**config.mk**
```make
export PLATFORM = sky130hd
export DESIGN_NAME = ps2_scancode_decoder
export DESIGN_NICKNAME = d
export VERILOG_FILES = /design/src/rtl/ps2_pkg.sv /design/src/rtl/ps2_ascii_lut.sv /design/src/rtl/ps2_scancode_decoder.sv
export SDC_FILE = /design/constraint.sdc
export NUM_CORES = 1
export LEC_CHECK = 0
export CORE_UTILIZATION = 50
export DETAILED_ROUTE_END_ITERATION = 10
export DONT_BUFFER_PORTS = 1
export HOLD_SLACK_MARGIN = 0.06
export PLACE_DENSITY_LB_ADDON = 0.1
export SYNTH_ARGS = -nofsm -noshare
export SYNTH_HDL_FRONTEND = slang
export SYNTH_SLANG_ARGS = --single-unit
```
**constraint.sdc**
```tcl
create_clock -name i_clk -period 3.2 [get_ports i_clk]
set_input_delay 0.64 -clock i_clk [delete_from_list [all_inputs] [get_ports i_clk]]
set_output_delay 0.64 -clock i_clk [all_outputs]
set_load 0.01 [all_outputs]
```
**src/rtl/ps2_pkg.sv**
```systemverilog
// Shared types and constants for the PS/2 Set-2 scancode decoder.
package ps2_pkg;

  typedef enum logic [2:0] {
    ST_IDLE,
    ST_EXT,
    ST_BRK,
    ST_EXT_BRK,
    ST_PAUSE_SKIP
  } ps2_state_e;

  localparam logic [7:0] PS2_EXT    = 8'hE0;
  localparam logic [7:0] PS2_BRK    = 8'hF0;
  localparam logic [7:0] PS2_PAUSE  = 8'hE1;
  localparam logic [7:0] PS2_BAT    = 8'hAA;
  localparam logic [7:0] PS2_ACK    = 8'hFA;
  localparam logic [7:0] PS2_RESEND = 8'hFE;
  localparam logic [7:0] PS2_ECHO   = 8'hEE;
  localparam logic [7:0] PS2_ERR0   = 8'h00;
  localparam logic [7:0] PS2_ERR1   = 8'hFF;

  localparam logic [7:0] KEY_LSHIFT = 8'h12;
  localparam logic [7:0] KEY_RSHIFT = 8'h59;
  localparam logic [7:0] KEY_CTRL   = 8'h14;
  localparam logic [7:0] KEY_ALT    = 8'h11;
  localparam logic [7:0] KEY_CAPS   = 8'h58;

  localparam logic [2:0] PAUSE_TAIL = 3'd7;
  localparam logic [7:0] ASCII_CASE_OFFSET = 8'h20;

  typedef struct packed {
    logic [7:0] code;
    logic       ext;
    logic       brk;
    logic [7:0] ascii;
  } ps2_event_t;

  // Keyboard status/response bytes that never represent a key.
  function automatic logic is_drop_code(input logic [7:0] b);
    return (b == PS2_BAT) || (b == PS2_ACK) || (b == PS2_RESEND) ||
           (b == PS2_ECHO) || (b == PS2_ERR0) || (b == PS2_ERR1);
  endfunction

endpackage

```
**src/rtl/ps2_ascii_lut.sv**
```systemverilog
// Combinational Set-2 make code to ASCII table (US layout).
module ps2_ascii_lut
  import ps2_pkg::*;
(
  input  logic [7:0] i_code,
  input  logic       i_shift,
  input  logic       i_caps,
  output logic [7:0] o_ascii
);

  logic [7:0]  w_letter;
  logic [15:0] w_sym;

  always_comb begin
    w_letter = 8'h00;
    case (i_code)
      8'h1C: w_letter = "a";  8'h32: w_letter = "b";  8'h21: w_letter = "c";
      8'h23: w_letter = "d";  8'h24: w_letter = "e";  8'h2B: w_letter = "f";
      8'h34: w_letter = "g";  8'h33: w_letter = "h";  8'h43: w_letter = "i";
      8'h3B: w_letter = "j";  8'h42: w_letter = "k";  8'h4B: w_letter = "l";
      8'h3A: w_letter = "m";  8'h31: w_letter = "n";  8'h44: w_letter = "o";
      8'h4D: w_letter = "p";  8'h15: w_letter = "q";  8'h2D: w_letter = "r";
      8'h1B: w_letter = "s";  8'h2C: w_letter = "t";  8'h3C: w_letter = "u";
      8'h2A: w_letter = "v";  8'h1D: w_letter = "w";  8'h22: w_letter = "x";
      8'h35: w_letter = "y";  8'h1A: w_letter = "z";
      default: w_letter = 8'h00;
    endcase
  end

  // Upper byte is the shifted character, lower byte the plain one.
  always_comb begin
    w_sym = 16'h0000;
    case (i_code)
      8'h45: w_sym = ")0";   8'h16: w_sym = "!1";   8'h1E: w_sym = "@2";
      8'h26: w_sym = "#3";   8'h25: w_sym = "$4";   8'h2E: w_sym = "%5";
      8'h36: w_sym = "^6";   8'h3D: w_sym = "&7";   8'h3E: w_sym = "*8";
      8'h46: w_sym = "(9";   8'h0E: w_sym = 16'h7E60; 8'h4E: w_sym = "_-";
      8'h55: w_sym = "+=";   8'h54: w_sym = "{[";   8'h5B: w_sym = "}]";
      8'h5D: w_sym = "|\\";  8'h4C: w_sym = ":;";   8'h52: w_sym = "\"'";
      8'h41: w_sym = "<,";   8'h49: w_sym = ">.";   8'h4A: w_sym = "?/";
      8'h29: w_sym = 16'h2020;
      8'h5A: w_sym = 16'h0D0D;
      8'h66: w_sym = 16'h0808;
      8'h76: w_sym = 16'h1B1B;
      8'h0D: w_sym = 16'h0909;
      default: w_sym = 16'h0000;
    endcase
  end

  always_comb begin
    o_ascii = 8'h00;
    if (w_letter != 8'h00)
      o_ascii = (i_shift ^ i_caps) ? (w_letter - ASCII_CASE_OFFSET) : w_letter;
    else
      o_ascii = i_shift ? w_sym[15:8] : w_sym[7:0];
  end

endmodule

```
**src/rtl/ps2_scancode_decoder.sv**
```systemverilog
// PS/2 Set-2 scancode decoder: prefix FSM, modifier tracking, ASCII mapping
// and a small event FIFO for the host.
module ps2_scancode_decoder
  import ps2_pkg::*;
#(
  parameter int FIFO_DEPTH     = 4,
  parameter int TIMEOUT_CYCLES = 50000
) (
  input  logic       i_clk,
  input  logic       i_rst_n,
  input  logic [7:0] i_ps2_data,
  input  logic       i_ps2_valid,
  input  logic       i_key_rd,
  output logic       o_key_valid,
  output logic [7:0] o_key_code,
  output logic       o_key_ext,
  output logic       o_key_break,
  output logic [7:0] o_key_ascii,
  output logic [3:0] o_mods,
  output logic       o_overflow
);

  localparam int PTR_W = $clog2(FIFO_DEPTH);
  localparam int TO_W  = $clog2(TIMEOUT_CYCLES + 1);
  localparam logic [TO_W-1:0]  TO_LAST = TO_W'(TIMEOUT_CYCLES - 1);
  localparam logic [TO_W-1:0]  TO_ONE  = TO_W'(1);
  localparam logic [PTR_W:0]   PTR_ONE = (PTR_W + 1)'(1);

  logic            r_valid_d;
  logic            w_strobe;
  ps2_state_e      r_state, w_state_nxt;
  logic [2:0]      r_pause_cnt, w_pause_cnt_nxt;
  logic [TO_W-1:0] r_to_cnt;
  logic            w_emit, w_emit_ext, w_emit_brk;

  logic r_lshift, r_rshift, r_lctrl, r_rctrl, r_lalt, r_ralt, r_caps, r_caps_held;
  logic w_shift;
  logic [7:0] w_lut_ascii;
  ps2_event_t w_event;

  ps2_event_t     r_mem [FIFO_DEPTH];
  logic [PTR_W:0] r_wr_ptr, r_rd_ptr;
  logic           w_empty, w_full, w_push, w_pop;
  logic           r_overflow;
  ps2_event_t     w_head;

  assign w_strobe = i_ps2_valid & ~r_valid_d;
  assign w_shift  = r_lshift | r_rshift;

  ps2_ascii_lut u_lut (
    .i_code  (i_ps2_data),
    .i_shift (w_shift),
    .i_caps  (r_caps),
    .o_ascii (w_lut_ascii)
  );

  assign w_event = '{code:  i_ps2_data,
                     ext:   w_emit_ext,
                     brk:   w_emit_brk,
                     ascii: (w_emit_ext | w_emit_brk) ? 8'h00 : w_lut_ascii};

  always_comb begin
    w_state_nxt     = r_state;
    w_pause_cnt_nxt = r_pause_cnt;
    w_emit          = 1'b0;
    w_emit_ext      = 1'b0;
    w_emit_brk      = 1'b0;
    if (w_strobe) begin
      case (r_state)
        ST_IDLE: begin
          if (i_ps2_data == PS2_EXT)        w_state_nxt = ST_EXT;
          else if (i_ps2_data == PS2_BRK)   w_state_nxt = ST_BRK;
          else if (i_ps2_data == PS2_PAUSE) begin
            w_state_nxt     = ST_PAUSE_SKIP;
            w_pause_cnt_nxt = PAUSE_TAIL;
          end else if (!is_drop_code(i_ps2_data)) w_emit = 1'b1;
        end
        ST_EXT: begin
          if (i_ps2_data == PS2_BRK)      w_state_nxt = ST_EXT_BRK;
          else if (i_ps2_data == PS2_EXT) w_state_nxt = ST_EXT;
          else begin
            w_state_nxt = ST_IDLE;
            w_emit      = (i_ps2_data != KEY_LSHIFT);
            w_emit_ext  = 1'b1;
          end
        end
        ST_BRK: begin
          w_state_nxt = ST_IDLE;
          w_emit      = 1'b1;
          w_emit_brk  = 1'b1;
        end
        ST_EXT_BRK: begin
          w_state_nxt = ST_IDLE;
          w_emit      = (i_ps2_data != KEY_LSHIFT);
          w_emit_ext  = 1'b1;
          w_emit_brk  = 1'b1;
        end
        ST_PAUSE_SKIP: begin
          w_pause_cnt_nxt = r_pause_cnt - 3'd1;
          if (r_pause_cnt <= 3'd1) w_state_nxt = ST_IDLE;
        end
        default: w_state_nxt = ST_IDLE;
      endcase
    end else if (r_state != ST_IDLE && r_to_cnt == TO_LAST) begin
      w_state_nxt = ST_IDLE;
    end
  end

  always_ff @(posedge i_clk or negedge i_rst_n) begin
    if (!i_rst_n) begin
      r_valid_d   <= 1'b0;
      r_state     <= ST_IDLE;
      r_pause_cnt <= 3'd0;
      r_to_cnt    <= '0;
    end else begin
      r_valid_d   <= i_ps2_valid;
      r_state     <= w_state_nxt;
      r_pause_cnt <= w_pause_cnt_nxt;
      if (w_strobe || r_state == ST_IDLE || w_state_nxt == ST_IDLE)
        r_to_cnt <= '0;
      else
        r_to_cnt <= r_to_cnt + TO_ONE;
    end
  end

  // Modifiers track every decoded event, even those the FIFO cannot accept.
  always_ff @(posedge i_clk or negedge i_rst_n) begin
    if (!i_rst_n) begin
      r_lshift    <= 1'b0;
      r_rshift    <= 1'b0;
      r_lctrl     <= 1'b0;
      r_rctrl     <= 1'b0;
      r_lalt      <= 1'b0;
      r_ralt      <= 1'b0;
      r_caps      <= 1'b0;
      r_caps_held <= 1'b0;
    end else if (w_emit) begin
      if (!w_emit_ext) begin
        case (i_ps2_data)
          KEY_LSHIFT: r_lshift <= ~w_emit_brk;
          KEY_RSHIFT: r_rshift <= ~w_emit_brk;
          KEY_CTRL:   r_lctrl  <= ~w_emit_brk;
          KEY_ALT:    r_lalt   <= ~w_emit_brk;
          KEY_CAPS: begin
            if (w_emit_brk) r_caps_held <= 1'b0;
            else begin
              if (!r_caps_held) r_caps <= ~r_caps;
              r_caps_held <= 1'b1;
            end
          end
          default: ;
        endcase
      end else begin
        case (i_ps2_data)
          KEY_CTRL: r_rctrl <= ~w_emit_brk;
          KEY_ALT:  r_ralt  <= ~w_emit_brk;
          default: ;
        endcase
      end
    end
  end

  assign w_empty = (r_wr_ptr == r_rd_ptr);
  assign w_full  = (r_wr_ptr[PTR_W] != r_rd_ptr[PTR_W]) &&
                   (r_wr_ptr[PTR_W-1:0] == r_rd_ptr[PTR_W-1:0]);
  assign w_pop   = i_key_rd & ~w_empty;
  assign w_push  = w_emit & (~w_full | w_pop);

  always_ff @(posedge i_clk) begin
    if (w_push) r_mem[r_wr_ptr[PTR_W-1:0]] <= w_event;
  end

  always_ff @(posedge i_clk or negedge i_rst_n) begin
    if (!i_rst_n) begin
      r_wr_ptr   <= '0;
      r_rd_ptr   <= '0;
      r_overflow <= 1'b0;
    end else begin
      if (w_push) r_wr_ptr <= r_wr_ptr + PTR_ONE;
      if (w_pop)  r_rd_ptr <= r_rd_ptr + PTR_ONE;
      if (w_emit && w_full && !w_pop) r_overflow <= 1'b1;
    end
  end

  assign w_head      = r_mem[r_rd_ptr[PTR_W-1:0]];
  assign o_key_valid = ~w_empty;
  assign o_key_code  = w_empty ? 8'h00 : w_head.code;
  assign o_key_ext   = ~w_empty & w_head.ext;
  assign o_key_break = ~w_empty & w_head.brk;
  assign o_key_ascii = w_empty ? 8'h00 : w_head.ascii;
  assign o_mods      = {r_caps, r_lalt | r_ralt, r_lctrl | r_rctrl, w_shift};
  assign o_overflow  = r_overflow;

endmodule
```
# Word-level counts from Yosys, hierarchy flattened
# Memory sizes are Yosys's and may differ from the RTL's.
# Index checks and enable logic that the tools add are counted.
# classes
add_sub_neg	5
magnitude_cmp	1
n_eq_ne	25
mux	39
n_bitwise	18
reduce_logical	28
# op_table
operator	n
equality test 8 bit, second input constant	8
two-way mux 8 bit	7
two-way mux 16 bit	2
two-way mux 3 bit	9
equality test 8 x 5 -> 1 bit, second input constant	3
AND reduction 3 bit	7
adder 16 x 1 -> 16 bit, second input constant	1
equality test 16 bit, second input constant	1
equality test 8 x 7 -> 1 bit, second input constant	2
two-way mux 1 bit	16
AND reduction 5 bit	2
case mux 3 bit (3 select lines)	1
zero test 8 bit	1
inequality test 8 x 5 -> 1 bit, second input constant	1
nonzero test 8 bit	1
subtractor 8 x 6 -> 8 bit, second input constant	1
logical OR 1 bit	7
inverter 1 bit	7
adder 3 x 1 -> 3 bit, second input constant	2
equality test 3 x 2 -> 1 bit, second input constant	2
zero test 3 bit	2
inequality test 2 bit, second input constant	3
case mux 3 bit (2 select lines)	1
bitwise AND 1 bit	5
17 further kinds	24
# totals
ff_bits	38
ramBits	72
romBits	2688
in_bits	12
out_inout_bits	24
elab_cells	134
mem_count	3
# mem_list
name	depth	width	rd	rd_ports_with_merged_regs	wr	line_no	source
(name not given)	128	14	1	0	0	ps2_ascii_lut.sv:33	case (i_code)
(name not given)	128	7	1	0	0	ps2_ascii_lut.sv:16	case (i_code)
r_mem	4	18	1	0	1	ps2_scancode_decoder.sv:41	ps2_event_t r_mem [FIFO_DEPTH];

# Longest topological paths before layout
# logic_depth
depth_word	15
mapped_depth	10
depth_no_buf	9

# Cells and area by module
# A second synthesis with hierarchy kept.
# hier_totals
cells_unflattened	597
hier_area_um2	6663.9
# by_module_without_submodules
mod	n_inst	cells_per_inst	area_per_inst_um2	seq_area_each_um2
ps2_scancode_decoder	1	347	4954.8	3113.0
ps2_ascii_lut	1	250	1709.1	0.0

# Least setup slack after synthesis
# No wires, ideal clock.
# synth_timing
path_type	in2reg
from	input port i_ps2_data[1]
to	memory r_mem[3][0] in the netlist's numbering, enable pin
setup_ps	408
arrival_time_ps	2728
required_time_ps	2792
setup_slack_ps	64
cell_stages	8
n_path_buf	1
cell_sequence	inv_1 > ha_1 > buf_2 > or3b_1 > a21oi_1 > o21ai_2 > a21oi_4 > nor4b_2
# synth_via
elab_chain_len	15
word_cells_on_any_way	26
classes_between	eq/ne: 9; mux: 10; bitwise: 1; reduce/logical: 6
# synth_lines
element	line_no	source
start, declared	ps2_scancode_decoder.sv:11	input logic [7:0] i_ps2_data,
equality test 8 bit	ps2_pkg.sv:40	return (b == PS2_BAT) || (b == PS2_ACK) || (b == PS2_RESEND) ||
logical OR 1 bit (3 in series)	ps2_pkg.sv:40	
logical OR 1 bit (2 in series)	ps2_pkg.sv:41	(b == PS2_ECHO) || (b == PS2_ERR0) || (b == PS2_ERR1);
two-way mux 1 bit	ps2_scancode_decoder.sv:76	end else if (!is_drop_code(i_ps2_data)) w_emit = 1'b1;
two-way mux 1 bit	ps2_scancode_decoder.sv:73	else if (i_ps2_data == PS2_PAUSE) begin
two-way mux 1 bit	ps2_scancode_decoder.sv:72	else if (i_ps2_data == PS2_BRK) w_state_nxt = ST_BRK;
two-way mux 1 bit	ps2_scancode_decoder.sv:71	if (i_ps2_data == PS2_EXT) w_state_nxt = ST_EXT;
case mux 1 bit (4 select lines) *	ps2_scancode_decoder.sv:69	case (r_state)
two-way mux 1 bit *	ps2_scancode_decoder.sv:68	if (w_strobe) begin
bitwise AND 1 bit *	ps2_scancode_decoder.sv:167	assign w_push = w_emit & (~w_full | w_pop);
two-way mux 1 bit *	ps2_scancode_decoder.sv:170	if (w_push) r_mem[r_wr_ptr[PTR_W-1:0]] <= w_event;
two-way mux 1 bit (implied by the code) *	ps2_scancode_decoder.sv:170	
end, declared	ps2_scancode_decoder.sv:41	
# Mark *: on every way between the ends. The rest lies on a longest branch, timed or not.

# Worst setup path after layout
# layout_timing
from	register r_rd_ptr[0]
to	output port o_key_valid
# layout_via
elab_chain_len	2
# layout_lines
element	line_no	source
start, declared	ps2_scancode_decoder.sv:42	logic [PTR_W:0] r_wr_ptr, r_rd_ptr;
start signal, assigned	ps2_scancode_decoder.sv:180	if (w_pop) r_rd_ptr <= r_rd_ptr + PTR_ONE;
equality test 3 bit	ps2_scancode_decoder.sv:163	assign w_empty = (r_wr_ptr == r_rd_ptr);
inverter 1 bit	ps2_scancode_decoder.sv:186	assign o_key_valid = ~w_empty;
end, declared	ps2_scancode_decoder.sv:14	output logic o_key_valid,
# No other way between the ends.

==> impl_results.md <==
- R2R setup slack: 910 ps
- Vias: around 4800
- CP Launch Type: flop
- Syn_nets: 628
- Ys async rst share: between 30% and 40%
- Effective utilization at floorplan: roughly 52%
- Die height: 117 µm
- RSZ-0062 raised after global routing: false
- Max IR drop VDD: 0.000273 V
- # diodes: 0
- Total CTS buffers: 9
- Final hold violation count: 0
- Root Driver: clkbuf_16
- Synth top area share: 32.5%
- Post-layout instance area: about 7100 µm²
- CTS tree: built
- Crit Path Class: reg -> out
- Row count: 41
- Worst path max stage delay: about 640 ps
- Top_reg_cell synth: edfxtp_1
- Post-synthesis cell type count: 85
- Required time worst endpoint: roughly 2600 ps
- Gr ovfl total: 0
- CP max stage cell: and3_1
- Setup repair bufs after CTS: 0
- Initial antenna violation count: 0
- Clk_skew: ~9.8 ps
- Wire per inst: ~21 µm
- Cells after synthesis: 599
- Max cap viols: 0
- Tot Pwr: ~4.2 mW
- Status: complete, no violations
- Final Critical Period: between 2000 and 3000 ps
- CTS Hold Bufs: 1
- Initial DRC count: 517
- Post-synth EDFFs: 72
- Cell Chain, Critical Path: buf_4 > xnor2_1 > and3_1 > inv_1
- Port Buffers: 0
- Share of cells above drive strength 1: between 15 and 20%
- Synth top area cells: edfxtp_1 32%, dfrtp_1 14%, mux4_2 6.4%
- Post-Syn Area: between 6000 and 7000 µm²
- Clock Sinks: 110
- Total wire length: 16.2 mm
- Post-Place Cell Area: between 6000 and 7000 µm²
- Placer Congestion: 0.972
- Met2 Track Usage GR: a little over a third
- Critical Path Sink: o_key_valid
- Clk_lat worst skew: roughly 340 ps
- Nets: 619
- Worst-Margin Slew: 768 ps
- CTS H-Tree Depth: 3
- Worst setup startpoint: r_rd_ptr[0]$_DFFE_PN0P_
- DRC violations left: 0
- Core Area: 12800 µm²
- Maximum clock frequency: 381 MHz
- Ports: 36
- First-pass detailed-route iteration total: 5
- Fillcell total: approximately 1100
- Clock buffer depth: 2
- Vias/cell: approximately 6.3
- CP arrival: between 1500 and 2000 ps
- Cell taking the most area after synthesis: edfxtp_1
- CP Max Fanout: 19
- Post-DP HPWL: between 10 and 15 mm
- DIE WIDTH: approximately 120 µm
- GRT busiest layer: met2
- Worst-path clk slew: 80 ps
- Die area: roughly 14000 µm²
- Crit path capture type: primary output
- FF-to-FF End: r_mem[0][1]$_DFFE_PP_
- Worst r2r src: r_rshift$_DFFE_PN0P_
- Cell Pwr Density: a little under 600 nW/µm²
- First-pass GRT wire length: ~26 mm
- Met3 Usage GRT: under 10%
- Syn_area_per_cell: roughly 11 µm²
- Pin count of the biggest net entering global routing: 58
- Area Overhead vs Synth: 6.95%
- Yosys reg bits: 110
- R2R cell count: 9
- Synth Warn #: 0
- Final setup viols: 0
- Vias in the first global route: between 4000 and 5000
- Met1 Usage GRT: between 30% and 40%
- DRT antenna net count: 0
- Period utilisation layout: 82.1%
- Max Slew Vio Count: 0
- Setup tns final: 0 ps
- Sequential share of the synthesized area: a little under half
- Relative slew slack: between 40% and 50%
- Hold crit path type: in -> async
- Post-CTS sizing: 0
- GRT Total Usage: around 24%
- Util after Layout: between 50% and 60%
- P_leak: about 2.7 nW
placed cells by master, fill, tap and decap left out, types with 7 or more instances in the layout:
| cell | instances |
|---|---|
| edfxtp_1 | 72 |
| nand2b_1 | 15 |
| mux4_2 | 19 |
| nand3b_1 | 7 |
| inv_1 | 19 |
| buf_4 | 21 |
| nor2b_1 | 24 |
| nor4_1 | 7 |
| a31oi_1 | 13 |
| clkbuf_16 | 9 |
| o21ai_0 | 22 |
| nor2_1 | 46 |
| xnor2_1 | 15 |
| dfrtp_1 | 38 |
| a21oi_1 | 28 |
| nor3_1 | 13 |
| nand2_1 | 37 |
| xor2_1 | 8 |
| ha_1 | 17 |
| and3_1 | 13 |
| nand3_1 | 21 |
| o211ai_1 | 10 |
cell type report:
type | count | area, µm² | share of cell area, %
repair buffers | 25 | 238 | 3.34
well taps | 172 | 215 | 3.02
clock buffers | 10 | 229 | 3.21
multi-input cells | 424 | 3190 | 44.7
inverters | 20 | 75.1 | 1.05
clock inverters | 6 | 68.8 | 0.966
flip-flops and latches | 110 | 3110 | 43.7
report_power, final:
group	total, mW	internal (mW)	leakage, nW	switching (mW)
clock network	1.11	0.613	0.139	0.495
logic	1.32	0.579	1.36	0.745
registers	1.77	1.69	1.16	0.0723
total	4.20	2.89	2.65	1.31
flip-flops by register name, summed over array words and instances, names as in the netlist:
signal and count:
r_caps 1, o_overflow 1, r_rctrl 1, r_mem 72, r_rd_ptr 3, r_rshift 1, r_ralt 1, r_lctrl 1
r_wr_ptr 3, r_state 3, r_lalt 1, r_to_cnt 16, r_lshift 1, r_valid_d 1, r_pause_cnt 3, r_caps_held 1
worst max-delay path: cells and delay by family, from the launching register on:
kind,cells,cell delay [ps]
simple gates,1,640
buf+inv,2,440
flops,1,360
xor+xnor,1,200
through the flow:
step | instances | worst slack [ps] | hold WS (ps)
3_3_place_gp | 750 | 293 | 345
4_1_cts | 767 | 510 | 120
6_report | 767 | 572 | 121
2_1_floorplan | 599 | 63.7 | 344
3_5_place_dp | 750 | 218 | 345
5_1_grt | 767 | 407 | 131
Yosys cell counts, types with 4 or more instances:
library cell,number
buf_2,12
buf_6,11
o221ai_1,4
a21oi_1,28
a31oi_1,13
edfxtp_1,72
buf_4,8
xor2_1,8
nand3b_1,7
mux2i_1,6
o211a_1,5
nand3_1,21
dfrtp_1,38
mux4_2,19
inv_1,19
and3_1,13
nor2b_1,24
and2_1,6
nand2_1,37
o211ai_1,10
a311oi_1,4
nand2b_1,15
nor3_1,13
nor4_1,7
xnor2_1,15
ha_1,17
nor2_1,46
o21ai_0,22
clkbuf_1,12
nand4_1,5
cell families (layout without fill, tap and decap cells):
| family | after synthesis | in the layout | synth area share [%] |
|---|---|---|---|
| AOI/OAI and AO/OA | 129 | 129 | 14.1 |
| buffers and inverters | 65 | 61 | 5.58 |
| adders and majority gates | 17 | 17 | 3.19 |
| and+or+nand+nor | 223 | 223 | 18.6 |
| muxes | 31 | 31 | 8.51 |
| xor gates and xnor gates | 24 | 24 | 3.27 |
| DFF | 110 | 110 | 46.7 |
how the worst min path moves through the flow:
stage                       start                      end  slack [ps]  cells after the start
after floorplan           i_rst_n   o_overflow$_DFFE_PN0P_         340                      0
after global placement    i_rst_n  r_wr_ptr[2]$_DFFE_PN0N_         350                      0
after detailed placement  i_rst_n  r_rd_ptr[1]$_DFFE_PN0P_         340                      0
after CTS                 i_rst_n  r_rd_ptr[0]$_DFFE_PN0P_         120                      1
after global routing      i_rst_n  r_rd_ptr[0]$_DFFE_PN0P_         130                      1
final                     i_rst_n  r_rd_ptr[0]$_DFFE_PN0P_         120                      1
routing by layer:
metal / part of all wire [%] / wire, µm
met1: 45 / 7240
met2: 46 / 7500
met3: 6.0 / 966
met4: 3.0 / 483
met5: 0 / 0
No activity file was read; power rests on OpenSTA's default activity.
